$ cat src/rtl/lfsr_gen.sv
// Parameterised Fibonacci/Galois LFSR with seed load, lock-up recovery and
// on-line measurement of the sequence period.
module lfsr_gen #(
   parameter int unsigned           WIDTH        = 16,
   parameter logic [WIDTH-1:0]      TAPS         = 16'hB400,
   parameter bit                    GALOIS       = 1'b0,
   parameter logic [WIDTH-1:0]      SEED_DEFAULT = 1
) (
   input  logic             clk,
   input  logic             rst,
   input  logic             en,
   input  logic             load,
   input  logic [WIDTH-1:0] seed,
   output logic [WIDTH-1:0] q,
   output logic             bit_out,
   output logic             wrap,
   output logic [WIDTH-1:0] period,
   output logic             period_valid,
   output logic             lockup
);

   logic [WIDTH-1:0] active_seed;
   logic [WIDTH-1:0] step_cnt;
   logic [WIDTH-1:0] step_cnt_inc;
   logic [WIDTH-1:0] next_q;

   assign step_cnt_inc = step_cnt + WIDTH'(1);
   assign bit_out      = GALOIS ? q[0] : q[WIDTH-1];

   always_comb begin
      // NOTE: next_q gets a value on every path so no latch is inferred.
      next_q = '0;
      if (GALOIS) begin
         next_q = {1'b0, q[WIDTH-1:1]} ^ (q[0] ? TAPS : '0);
      end else begin
         next_q = {q[WIDTH-2:0], ^(q & TAPS)};
      end
   end

   // NOTE: all state uses non-blocking assignments so every register samples
   // the pre-edge values of the others.
   always_ff @(posedge clk) begin
      if (rst) begin
         q            <= SEED_DEFAULT;
         active_seed  <= SEED_DEFAULT;
         step_cnt     <= '0;
         period       <= '0;
         period_valid <= 1'b0;
         wrap         <= 1'b0;
         lockup       <= 1'b0;
      end else begin
         wrap   <= 1'b0;
         lockup <= 1'b0;
         if (load) begin
            step_cnt     <= '0;
            period       <= '0;
            period_valid <= 1'b0;
            if (seed == '0) begin
               q           <= SEED_DEFAULT;
               active_seed <= SEED_DEFAULT;
               lockup      <= 1'b1;
            end else begin
               q           <= seed;
               active_seed <= seed;
            end
         end else if (en) begin
            if (next_q == '0) begin
               // Degenerate taps collapsed the state: restart from the seed.
               q        <= active_seed;
               lockup   <= 1'b1;
               step_cnt <= '0;
            end else if (next_q == active_seed) begin
               q            <= next_q;
               wrap         <= 1'b1;
               period       <= step_cnt_inc;
               period_valid <= 1'b1;
               step_cnt     <= '0;
            end else begin
               q        <= next_q;
               step_cnt <= step_cnt_inc;
            end
         end
      end
   end

endmodule

$ cat config.mk
export PLATFORM = sky130hd
export DESIGN_NAME = lfsr_gen
export DESIGN_NICKNAME = d
export VERILOG_FILES = /design/src/rtl/lfsr_gen.sv
export SDC_FILE = /design/constraint.sdc
export NUM_CORES = 1
export LEC_CHECK = 0
export ABC_AREA = 1
export CORE_ASPECT_RATIO = 0.6
export CORE_MARGIN = 8
export CORE_UTILIZATION = 50
export DETAILED_ROUTE_END_ITERATION = 8
export GPL_TIMING_DRIVEN = 0
export PLACE_DENSITY = 0.77
export REMOVE_ABC_BUFFERS = 1
export SYNTH_ARGS = -nofsm -noshare
export SYNTH_HDL_FRONTEND = slang
export SYNTH_SLANG_ARGS = --single-unit
$ cat constraint.sdc
create_clock -name clk -period 4.5 [get_ports clk]
set_clock_uncertainty 0.2 [all_clocks]
set_input_delay 1.35 -clock clk [delete_from_list [all_inputs] [get_ports clk]]
set_output_delay 1.35 -clock clk [all_outputs]
set_load 0.02 [all_outputs]
==> metrics.md <==
| Metric | Value |
|---|---|
| Leakage | `0.00189 uW` |
| Least-Margin Pin Slew | `1.11 ns` |
| Clock share of power | `44.6%` |
| Total grt overflow | `0` |
| Status | `finished, final reports clean` |
| Post-synth top cells | `146 x nand2_1, 73 x nor2_1, 70 x inv_1` |
| Mapped Area | `3620 sq um` |
| Layout net count | `636` |
| Vias per cell | `5.40` |
| IO Pins | `56` |
| DRT antenna net count | `0` |
| Ranking of synthesized cells by area | `dfxtp_1 37%, nand2_1 15%, nor2_1 7.6%` |
| Period utilization | `87.5%` |
| Count of final setup violators | `0` |
| Ant diodes | `0` |
| Post-placement cell area | `4170 sq um` |
| Crit path from | `en` |
| Vias in the first global route | `3611` |
| Clock sinks | `67` |
| Library cells used by synthesis | `29` |
| Dpl cells | `695` |
| Port bufs | `55` |
| Internal power | `1120 uW` |
| Layout Cells excl Fill | `711` |
| Mean Syn Cell Area | `6.33 sq um` |
| Die X | `126 um` |
| Synth Flop Type | `dfxtp_1` |
| Critical path class | `in2reg` |
| Req. time, crit path | `4.58 ns` |
| Yosys Warn Count | `0` |
| TritonRoute pass-1 iters | `5` |
| CTS root buf | `clkbuf_16` |
| Layout Utilization | `62.6%` |
| Total power | `1540 uW` |
| Pwr/cell area | `345 nW/um^2` |
| Max-Cap Viols | `0` |
| DRT iter0 DRCs | `387` |
| Die Area | `10300 sq um` |
| Final wirelength | `10500 um` |
| Post-synthesis cell count | `572` |
| Cell accounting for the most synthesized area | `dfxtp_1` |
| Comb power frac | `13.9%` |
| Share of power burned in registers | `41.5%` |
| Synth async-reset ratio | `0%` |
| Vias | `3841` |
| Clock period minus worst slack | `3.94 ns` |
| Setup crit start kind | `input pin` |
| DRC viols | `0` |
| Row count | `24` |
| R2r startpoint | `q[13]` |
| Area grow syn2layout | `23.6%` |
| CTS tree | `built` |
| CP Capture Type | `register` |
| Register area share after synthesis | `37.1%` |
| Slew headroom | `26.0%` |
| Worst-path fanout max | `23` |
| DIE HEIGHT | `81.9 um` |
| Num CTS Buffers | `9` |
| Antenna violations before repair | `0` |
| Clock Tree Buf Depth | `2` |
| Flop and latch count out of synthesis | `67` |
| Peak supply drop | `201 uV` |
| Fin area | `4470 sq um` |
| DP HPWL | `7200 um` |
| Fill cells | `687` |
| Hold path start | `step_cnt[15]` |
| Slew Viols, Final | `0` |
| Sw Ratio | `27.2%` |
| First-pass GRT wire length | `17600 um` |
| Starting density of the core | `50.6%` |
| Count of flip-flops with a built-in enable after synthesis | `0` |
| Core Region | `7150 sq um` |
| Most common cell in the netlist | `nand2_1` |
| H-tree depth | `3` |
| Worst skew pair latency | `0.34 ns` |
| Share of the synthesized area in the top cell type | `37.1%` |
| Worst hold path type | `reg2reg` |
| Max frequency | `254 MHz` |
| CP Data Arrival Time | `4.01 ns` |
| Final Hold Viols | `0` |
| Layout cells sized above 1 | `4.52%` |
| Clk slew on worst S/H paths | `0.05 ns` |
| Gpl congestion | `0.870` |
| Unrepaired setup endpoints after global routing | `no` |
| Largest net degree at the start of global routing | `37` |
| Routed wire length per instance | `14.8 um` |
| Overall Global Routing Usage | `21.2%` |
| Post-CTS Hold Buffers | `0` |
| Switching pwr | `419 uW` |
routing by layer:
| layer | track usage [%] | share of wire [%] | vias up |
|---|---|---|---|
| li1 | - | - | 1917 |
| met1 | 27.4 | 48 | 1757 |
| met2 | 32.5 | 41 | 154 |
| met3 | 6.93 | 9.8 | 13 |
| met4 | 8.10 | 1.3 | 0 |
| met5 | 0 | 0 | - |
critical path, stage by stage:
cell and delay [ns]:
clkdlybuf4s50_1 0.52, clkinv_1 0.50, nor2_4 0.65, nand3_2 0.51, nor2_1 0.30, nand2_1 0.09, nand2_1 0.08
path summary, 6_finish.rpt:
kind	slack, ns	end	cells after the start
hold / removal	0.28	step_cnt[15]	2
hold reg to reg	0.28	step_cnt[15]	2
setup / recovery	0.56	period[0]	7
setup reg to reg	1.70	period[0]	10
kinds of logic after synthesis:
family / synth area share [%]
compound gates: 13.3
xor+xnor: 2.42
fa+ha+maj: 0.346
buf+inv: 10.5
flops: 37.1
simple gates: 36.4
timing repair:
action,in CTS,in global routing
resized for setup,3,0
endpoints found under the setup margin,49,0
setup buffers,0,0
area by class of cell:
| cell class | count | area, sq um | area share [%] |
|---|---|---|---|
| clock inverter | 1 | 5.00 | 0.112 |
| clock buffer | 15 | 288 | 6.44 |
| inverter | 72 | 270 | 6.04 |
| tap | 91 | 114 | 2.55 |
| timing repair buffer | 55 | 546 | 12.2 |
| sequential | 67 | 1340 | 30.0 |
| multi-input combinational | 410 | 1910 | 42.7 |
registers in the layout, summed over array words and instances (netlist names):
signal        cells
period           16
step_cnt         16
q                16
wrap              1
period_valid      1
active_seed      16
lockup            1
power groups by stage:
stage,logic [uW],clock network (uW),registers [uW]
2_1_floorplan,111,0,660
3_3_place_gp,208,0,650
3_5_place_dp,211,0,651
4_1_cts,213,691,639
5_1_grt,235,716,643
6_report,215,688,639
layout by cell type, fill, tap and decap left out, drive strengths merged, types with 7 or more instances in the layout:
cell           netlist  routed
nand2              150     150
nor2                77      77
inv                 71      71
dfxtp               67      67
clkdlybuf4s50        0      54
o21ai               46      46
a21oi               46      46
nand3               46      46
nor3                19      19
clkbuf              14      15
nand4               11      11
xor2                 7       7
metrics by stage:
| stage | setup TNS [ns] | setup slack, ns | hold WS, ns |
|---|---|---|---|
| after floorplan | 0 | 1.47 | 0.253 |
| after global placement | -35.75 | -0.921 | 0.253 |
| after detailed placement | -38.98 | -1.02 | 0.276 |
| after CTS | 0 | 0.133 | 0.287 |
| after global routing | 0 | 0.262 | 0.301 |
| final | 0 | 0.562 | 0.282 |
(Power assumes the default switching activity.)
